`config.mk`:
```
export PLATFORM = sky130hd
export DESIGN_NAME = bit1_master_flat
export DESIGN_NICKNAME = d
export VERILOG_FILES = /design/src/rtl/bit1_pkg.sv /design/src/rtl/bit1_master_if.sv /design/src/rtl/bit1_master.sv /design/src/flat_wrapper.sv
export SDC_FILE = /design/constraint.sdc
export NUM_CORES = 1
export LEC_CHECK = 0
export ABC_AREA = 1
export BUFFER_PORTS_ARGS = -buffer_cell sky130_fd_sc_hd__buf_4
export CORE_UTILIZATION = 56
export CTS_CLUSTER_DIAMETER = 80
export DETAILED_ROUTE_END_ITERATION = 10
export PLACE_DENSITY = 0.92
export SYNTH_ARGS = -nofsm -noshare
export SYNTH_HDL_FRONTEND = slang
export SYNTH_SLANG_ARGS = --single-unit
```
`constraint.sdc`:
```
create_clock -name clk -period 2.6 [get_ports clk]
set_input_delay 0.13 -clock clk [delete_from_list [all_inputs] [get_ports clk]]
set_output_delay 0.13 -clock clk [all_outputs]
set_load 0.02 [all_outputs]
```
`src/rtl/bit1_pkg.sv`:
```
// Shared constants and types for the bit1 PIO initiator:
// register map addresses, command op-codes and FSM states.
package bit1_pkg;

  localparam logic [2:0] ADDR_DATA = 3'd0;
  localparam logic [2:0] ADDR_DIR  = 3'd1;
  localparam logic [2:0] ADDR_SET  = 3'd4;
  localparam logic [2:0] ADDR_CLR  = 3'd5;

  localparam logic [1:0] OP_SET_DIR = 2'd0;
  localparam logic [1:0] OP_WRITE   = 2'd1;
  localparam logic [1:0] OP_READ    = 2'd2;
  localparam logic [1:0] OP_PULSE   = 2'd3;

  typedef enum logic [2:0] {
    S_IDLE  = 3'd0,
    S_WR    = 3'd1,
    S_RD    = 3'd2,
    S_CAP   = 3'd3,
    S_PSET  = 3'd4,
    S_PHOLD = 3'd5,
    S_PCLR  = 3'd6,
    S_RSP   = 3'd7
  } state_t;

endpackage

```
`src/rtl/bit1_master_if.sv`:
```
// Command/response handshake plus Avalon-MM bus towards the bit1 PIO.
// The master modport is the initiator's view; slave is the environment's.
interface bit1_master_if #(
  parameter int CNT_W = 16
);
  logic             cmd_valid;
  logic             cmd_ready;
  logic [1:0]       cmd_op;
  logic [CNT_W-1:0] cmd_data;
  logic             rsp_valid;
  logic             rsp_data;
  logic [2:0]       m_address;
  logic             m_chipselect;
  logic             m_write_n;
  logic [31:0]      m_writedata;
  logic [31:0]      m_readdata;

  modport master (
    input  cmd_valid, cmd_op, cmd_data, m_readdata,
    output cmd_ready, rsp_valid, rsp_data,
           m_address, m_chipselect, m_write_n, m_writedata
  );

  modport slave (
    output cmd_valid, cmd_op, cmd_data, m_readdata,
    input  cmd_ready, rsp_valid, rsp_data,
           m_address, m_chipselect, m_write_n, m_writedata
  );
endinterface

```
`src/rtl/bit1_master.sv`:
```
// Avalon-MM initiator for a single-bit PIO. Turns local commands
// (set direction, write, read, timed pulse) into register accesses.
// Every output is registered: the next-cycle value is decoded from the
// next state, so the bus never glitches. One down-counter serves both
// the read-latency wait and the pulse hold time.
module bit1_master
  import bit1_pkg::*;
#(
  parameter int READ_LATENCY = 1,
  parameter int CNT_W        = 16
) (
  input  logic          clk,
  input  logic          reset_n,
  bit1_master_if.master bus
);

  state_t           r_state, w_state_nxt;
  logic [CNT_W-1:0] r_cnt, w_cnt_nxt;
  logic [1:0]       r_op, w_op;
  logic [CNT_W-1:0] r_data, w_data;
  logic             w_accept;

  logic             r_cmd_ready, w_cmd_ready;
  logic             r_rsp_valid, w_rsp_valid;
  logic             r_rsp_data, w_rsp_data;
  logic [2:0]       r_address, w_address;
  logic             r_chipselect, w_chipselect;
  logic             r_write_n, w_write_n;
  logic [31:0]      r_writedata, w_writedata;

  // Command handshake; the op/data of an accepting edge are used directly
  // so the first bus cycle can be driven straight out of IDLE.
  always_comb begin
    w_accept = bus.cmd_valid && r_cmd_ready && (r_state == S_IDLE);
    if (w_accept) begin
      w_op   = bus.cmd_op;
      w_data = bus.cmd_data;
    end else begin
      w_op   = r_op;
      w_data = r_data;
    end
  end

  // Next-state and shared down-counter.
  always_comb begin
    w_state_nxt = r_state;
    w_cnt_nxt   = r_cnt;
    case (r_state)
      S_IDLE: begin
        if (w_accept) begin
          case (bus.cmd_op)
            OP_SET_DIR, OP_WRITE: w_state_nxt = S_WR;
            OP_READ: begin
              w_state_nxt = S_RD;
              w_cnt_nxt   = CNT_W'(READ_LATENCY - 1);
            end
            OP_PULSE: w_state_nxt = S_PSET;
            default:  w_state_nxt = S_IDLE;
          endcase
        end else begin
          w_state_nxt = S_IDLE;
        end
      end
      S_WR:  w_state_nxt = S_RSP;
      S_RD: begin
        if (r_cnt == {CNT_W{1'b0}}) begin
          w_state_nxt = S_CAP;
        end else begin
          w_cnt_nxt = r_cnt - {{(CNT_W-1){1'b0}}, 1'b1};
        end
      end
      S_CAP: w_state_nxt = S_RSP;
      S_PSET: begin
        // Lengths 0 and 1 both give a single high cycle (PSET->PCLR).
        if (r_data > {{(CNT_W-1){1'b0}}, 1'b1}) begin
          w_state_nxt = S_PHOLD;
          w_cnt_nxt   = r_data - CNT_W'(2);
        end else begin
          w_state_nxt = S_PCLR;
        end
      end
      S_PHOLD: begin
        if (r_cnt == {CNT_W{1'b0}}) begin
          w_state_nxt = S_PCLR;
        end else begin
          w_cnt_nxt = r_cnt - {{(CNT_W-1){1'b0}}, 1'b1};
        end
      end
      S_PCLR:  w_state_nxt = S_RSP;
      S_RSP:   w_state_nxt = S_IDLE;
      default: w_state_nxt = S_IDLE;
    endcase
  end

  // Decode next-cycle outputs from the next state (bus idle by default).
  always_comb begin
    w_cmd_ready  = (w_state_nxt == S_IDLE);
    w_rsp_valid  = (w_state_nxt == S_RSP);
    w_address    = 3'd0;
    w_chipselect = 1'b0;
    w_write_n    = 1'b1;
    w_writedata  = 32'd0;
    case (w_state_nxt)
      S_WR: begin
        w_chipselect = 1'b1;
        w_write_n    = 1'b0;
        w_address    = (w_op == OP_SET_DIR) ? ADDR_DIR : ADDR_DATA;
        w_writedata  = {31'd0, w_data[0]};
      end
      S_RD, S_CAP: begin
        w_chipselect = 1'b1;
        w_address    = ADDR_DATA;
      end
      S_PSET: begin
        w_chipselect = 1'b1;
        w_write_n    = 1'b0;
        w_address    = ADDR_SET;
        w_writedata  = 32'd1;
      end
      S_PCLR: begin
        w_chipselect = 1'b1;
        w_write_n    = 1'b0;
        w_address    = ADDR_CLR;
        w_writedata  = 32'd1;
      end
      default: begin
        w_chipselect = 1'b0;
      end
    endcase
    // Read value captured at the end of CAP; cleared by any other op.
    if (r_state == S_CAP) begin
      w_rsp_data = bus.m_readdata[0];
    end else if ((r_state == S_WR) || (r_state == S_PCLR)) begin
      w_rsp_data = 1'b0;
    end else begin
      w_rsp_data = r_rsp_data;
    end
  end

  // State, counter, latched command and registered outputs.
  always_ff @(posedge clk or negedge reset_n) begin
    if (!reset_n) begin
      r_state      <= S_IDLE;
      r_cnt        <= {CNT_W{1'b0}};
      r_op         <= 2'd0;
      r_data       <= {CNT_W{1'b0}};
      r_cmd_ready  <= 1'b1;
      r_rsp_valid  <= 1'b0;
      r_rsp_data   <= 1'b0;
      r_address    <= 3'd0;
      r_chipselect <= 1'b0;
      r_write_n    <= 1'b1;
      r_writedata  <= 32'd0;
    end else begin
      r_state      <= w_state_nxt;
      r_cnt        <= w_cnt_nxt;
      r_op         <= w_op;
      r_data       <= w_data;
      r_cmd_ready  <= w_cmd_ready;
      r_rsp_valid  <= w_rsp_valid;
      r_rsp_data   <= w_rsp_data;
      r_address    <= w_address;
      r_chipselect <= w_chipselect;
      r_write_n    <= w_write_n;
      r_writedata  <= w_writedata;
    end
  end

  assign bus.cmd_ready    = r_cmd_ready;
  assign bus.rsp_valid    = r_rsp_valid;
  assign bus.rsp_data     = r_rsp_data;
  assign bus.m_address    = r_address;
  assign bus.m_chipselect = r_chipselect;
  assign bus.m_write_n    = r_write_n;
  assign bus.m_writedata  = r_writedata;

endmodule

```
`src/flat_wrapper.sv`:
```
// flat-port wrapper written by rule: the top's interface ports become plain ports
module bit1_master_flat import bit1_pkg::*;
#(
  parameter int READ_LATENCY = 1,
  parameter int CNT_W        = 16
)
  (clk, reset_n, bus_cmd_valid, bus_cmd_op, bus_cmd_data, bus_m_readdata, bus_cmd_ready, bus_rsp_valid, bus_rsp_data, bus_m_address, bus_m_chipselect, bus_m_write_n, bus_m_writedata);
  bit1_master_if #(.CNT_W(CNT_W)) bus_i ();
  input  logic clk;
  input  logic reset_n;
  input wire logic [$bits(bus_i.cmd_valid)-1:0] bus_cmd_valid;
  input wire logic [$bits(bus_i.cmd_op)-1:0] bus_cmd_op;
  input wire logic [$bits(bus_i.cmd_data)-1:0] bus_cmd_data;
  input wire logic [$bits(bus_i.m_readdata)-1:0] bus_m_readdata;
  output wire logic [$bits(bus_i.cmd_ready)-1:0] bus_cmd_ready;
  output wire logic [$bits(bus_i.rsp_valid)-1:0] bus_rsp_valid;
  output wire logic [$bits(bus_i.rsp_data)-1:0] bus_rsp_data;
  output wire logic [$bits(bus_i.m_address)-1:0] bus_m_address;
  output wire logic [$bits(bus_i.m_chipselect)-1:0] bus_m_chipselect;
  output wire logic [$bits(bus_i.m_write_n)-1:0] bus_m_write_n;
  output wire logic [$bits(bus_i.m_writedata)-1:0] bus_m_writedata;
  assign bus_i.cmd_valid = bus_cmd_valid;
  assign bus_i.cmd_op = bus_cmd_op;
  assign bus_i.cmd_data = bus_cmd_data;
  assign bus_i.m_readdata = bus_m_readdata;
  assign bus_cmd_ready = bus_i.cmd_ready;
  assign bus_rsp_valid = bus_i.rsp_valid;
  assign bus_rsp_data = bus_i.rsp_data;
  assign bus_m_address = bus_i.m_address;
  assign bus_m_chipselect = bus_i.m_chipselect;
  assign bus_m_write_n = bus_i.m_write_n;
  assign bus_m_writedata = bus_i.m_writedata;
  bit1_master #(.READ_LATENCY(READ_LATENCY), .CNT_W(CNT_W)) u_core (.clk(clk), .reset_n(reset_n), .bus(bus_i));
endmodule
```
==> load_flow_metrics.sql <==
INSERT INTO impl_metrics (metric_group, metric, value, unit) VALUES
('die', 'fp.dieH', '75.18', 'um'),
('final_layout', 'fillers', '452', ''),
('routing', 'detail_route.first_pass.iterations', '4', ''),
('routing', 'top_signal_layer_used', 'met4', ''),
('clocking', 'worstSkewPairLatency', '0.30', 'ns'),
('timing', 'post-route-period-util', '0.7460', ''),
('clocking', 'cts_sinks', '44', ''),
('setup_path', 'worst_path_most_repeated_cell', 'inv_2', ''),
('setup_path', 'cp.buffers_inverters', '2', ''),
('setup_path', 'crit_type', 'reg2reg', ''),
('timing', 'slew_viol_final', '0', ''),
('clocking', 'tritoncts', 'yes', ''),
('timing', 'timing.clock.skew', '0.005386', 'ns'),
('min_path', 'worstHoldPathCells', '3', ''),
('setup_path', 'worst_setup_path_end_kind', 'flop', ''),
('setup_path', 'startpoint_of_the_most_critical_register_to_register_path', 'u_core.r_state[1]$_DFF_PN0_', ''),
('pwr', 'power.density_cell_area', '1042', 'mW/mm^2'),
('logic_synthesis', 'synth_cells', '412', ''),
('routing', 'detailroute.wirelength.met3', '382', 'um'),
('status', 'run_status', 'finished, final reports clean', ''),
('die', 'dieWidth', '75.18', 'um'),
('routing', 'met2WireLength', '3126', 'um'),
('timing', 'unrepaired_setup_endpoints_after_global_routing', 'false', ''),
('place', 'gp_congestion', '0.9137', ''),
('logic_synthesis', 'synthMostInstantiatedCell', 'nand2_1', ''),
('logic_synthesis', 'synthArstFlopShare', '1.000', ''),
('setup_path', 'ff2ff_path_depth', '8', ''),
('clocking', 'cts_root_buf', 'clkbuf_8', ''),
('grt', 'first_global_vias', '2376', ''),
('place', 'dpl-instance-area', '0.003136', 'mm^2'),
('grt', 'grt_antenna_before_repair', '0', ''),
('routing', 'wire_per_inst', '12.22', 'um'),
('setup_path', 'cp-start-kind', 'flop', ''),
('clocking', 'clockBufferDepth', '2', ''),
('routing', 'via_count', '2666', ''),
('grt', 'grt_pass1_wl', '10310', 'um'),
('logic_synthesis', 'avgSynthCellArea', '7.279', 'um^2'),
('grt', 'grt_start_max_net_pins', '45', ''),
('grt', 'groute.usage.overall', '0.2412', ''),
('timing', 'tightestPinTransition', '0.5502', 'ns'),
('min_path', 'min-delay-start', 'bus_cmd_data[7]', ''),
('logic_synthesis', 'synth_top_family_by_area', 'simple AND/OR/NAND/NOR gates', ''),
('logic_synthesis', 'yosys_most_used_dff', 'dfrtp_1', ''),
('final_layout', 'n_antenna_cell', '0', ''),
('clocking', 'cts.clk_slew.worst_paths', '0.09', 'ns'),
('place', 'port_buffers', '29', ''),
('routing', 'avgViaCountPerCell', '5.197', ''),
('timing', 'finalWorstPathRequiredPeriod', '1.940', 'ns'),
('min_path', 'holdPathEnd', 'u_core.r_data[7]$_DFFE_PN0P_', ''),
('clocking', 'number_of_buffers_added_by_the_clock_tree_synthesis_step', '5', ''),
('routing', 'met1Wirelength', '2667', 'um'),
('logic_synthesis', 'synth_edf_count', '0', ''),
('die', 'rows', '26', ''),
('place', 'detailed_place_hpwl', '4637', 'um'),
('logic_synthesis', 'post_synth_mux_area_share', '0', ''),
('final_layout', 'finalInstanceArea', '0.003261', 'mm^2'),
('logic_synthesis', 'post_synth_most_frequent_cells', '106 x nand2_1, 42 x dfrtp_1, 42 x nor2_1', ''),
('setup_path', 'worst_path_max_delay_cell', 'dfrtp_1', ''),
('final_layout', 'nets', '498', ''),
('die', 'die_area', '0.005652', 'mm^2'),
('die', 'io-pin-count', '93', ''),
('logic_synthesis', 'netlist-cell-type-count', '39', ''),
('logic_synthesis', 'ys_seq_elements', '44', ''),
('min_path', 'worstHoldPathType', 'in2reg', ''),
('logic_synthesis', 'simple_gate_area_share_of_the_yosys_netlist', '0.3246', ''),
('grt', 'gr-total-overflow', '0', ''),
('pwr', 'power_leakage', '1.621', 'nW'),
('die', 'core_area', '0.005140', 'mm^2'),
('setup_path', 'crit-reg2reg-capture', 'u_core.r_cnt[12]$_DFFE_PN0P_', ''),
('flow_run', 'maxCapViolations', '0', ''),
('logic_synthesis', 'synth_largest_type_area_fraction', '0.3504', '');
metrics by stage:
stage	hold WS, ns	setup slack (ns)	util	std cells	power [mW]
after floorplan	-0.1656	1.022	-	443	2.478
after global placement	0.1493	0.7304	0.6100	504	2.746
final	0.02460	0.6605	0.6344	513	3.398
after detailed placement	0.1527	0.7127	0.6100	504	2.821
after global routing	0.03046	0.5354	0.6344	513	3.685
after CTS	0.02310	0.6855	0.6344	513	3.383
kinds of logic (layout without fill, tap and decap cells):
| group | count (synthesis) | in the layout |
|---|---|---|
| compound gates | 64 | 64 |
| xor+xnor | 4 | 4 |
| fa+ha+maj | 3 | 3 |
| buf+inv | 88 | 88 |
| flops | 44 | 44 |
| other cells | 1 | 32 |
| simple gates | 208 | 208 |
tightest hold or removal path: cells and delay by family:
| kind | cells | cell delay (ns) |
|---|---|---|
| buf+inv | 1 | 0.08 |
| simple gates | 2 | 0.09 |
state kept, by name (all words and copies together), names as in the netlist:
name,count
u_core.bus.rsp_valid,1
u_core.bus.cmd_ready,1
u_core.bus.m_write_n,1
u_core.r_data,16
u_core.r_state,3
u_core.bus.m_writedata,1
u_core.r_op,1
u_core.r_cnt,16
u_core.bus.m_chipselect,1
u_core.bus.m_address,2
u_core.bus.rsp_data,1
power by group:
| group | leakage (nW) | internal (mW) | switching, mW |
|---|---|---|---|
| clock network | 0.0548 | 0.290 | 0.255 |
| logic | 1.03 | 0.585 | 1.10 |
| registers | 0.533 | 0.946 | 0.221 |
cells in the final DEF (no fill, tap or decap), types with 11 or more instances in the layout:
master   Yosys  final
o21ai_0     32     32
nand3_1     25     25
nor2_2      12     12
buf_4       33     31
dfrtp_1     42     42
nand2_1    106    106
a21oi_1     11     11
conb_1       1     32
nor2_1      42     42
inv_1       39     39
worst max-delay path by stage:
stage / slack, ns / to / start / cells after the start
detailed placement: 0.71 / u_core.r_cnt[1]$_DFFE_PN0P_ / u_core.r_state[1]$_DFF_PN0_ / 9
CTS: 0.69 / u_core.r_cnt[12]$_DFFE_PN0P_ / u_core.r_state[1]$_DFF_PN0_ / 8
floorplan: 1.02 / u_core.bus.m_chipselect$_DFF_PN0_ / u_core.r_cnt[0]$_DFFE_PN0P_ / 11
finish: 0.66 / u_core.r_cnt[12]$_DFFE_PN0P_ / u_core.r_state[1]$_DFF_PN0_ / 8
global placement: 0.73 / u_core.r_cnt[14]$_DFFE_PN0P_ / u_core.r_state[1]$_DFF_PN0_ / 8
global route: 0.54 / u_core.r_cnt[12]$_DFFE_PN0P_ / u_core.r_state[1]$_DFF_PN0_ / 8
cell type report:
cell class	count	area [um^2]	share of cell area
tap	70	87.58	0.02686
clock inverter	3	46.29	0.01420
clock buffer	5	68.82	0.02111
sequential	44	1104	0.3384
inverter	48	182.7	0.05602
timing repair buffer	32	242.7	0.07444
multi-input combinational	311	1529	0.4689
metal layers:
metal | track usage | vias up
met3 | 0.05087 | 10
li1 | - | 1318
met5 | 0 | -
met4 | 0.09053 | 0
met2 | 0.3974 | 101
met1 | 0.3145 | 1237
repair_timing:
action                                  in CTS  in global routing
endpoints found under the hold margin       42                  0
endpoints found under the setup margin       0                  0
setup buffers                                0                  0
resized for setup                            0                  0
hold buffers                                 1                  0
Note: power is estimated with default switching activity, not from simulation.
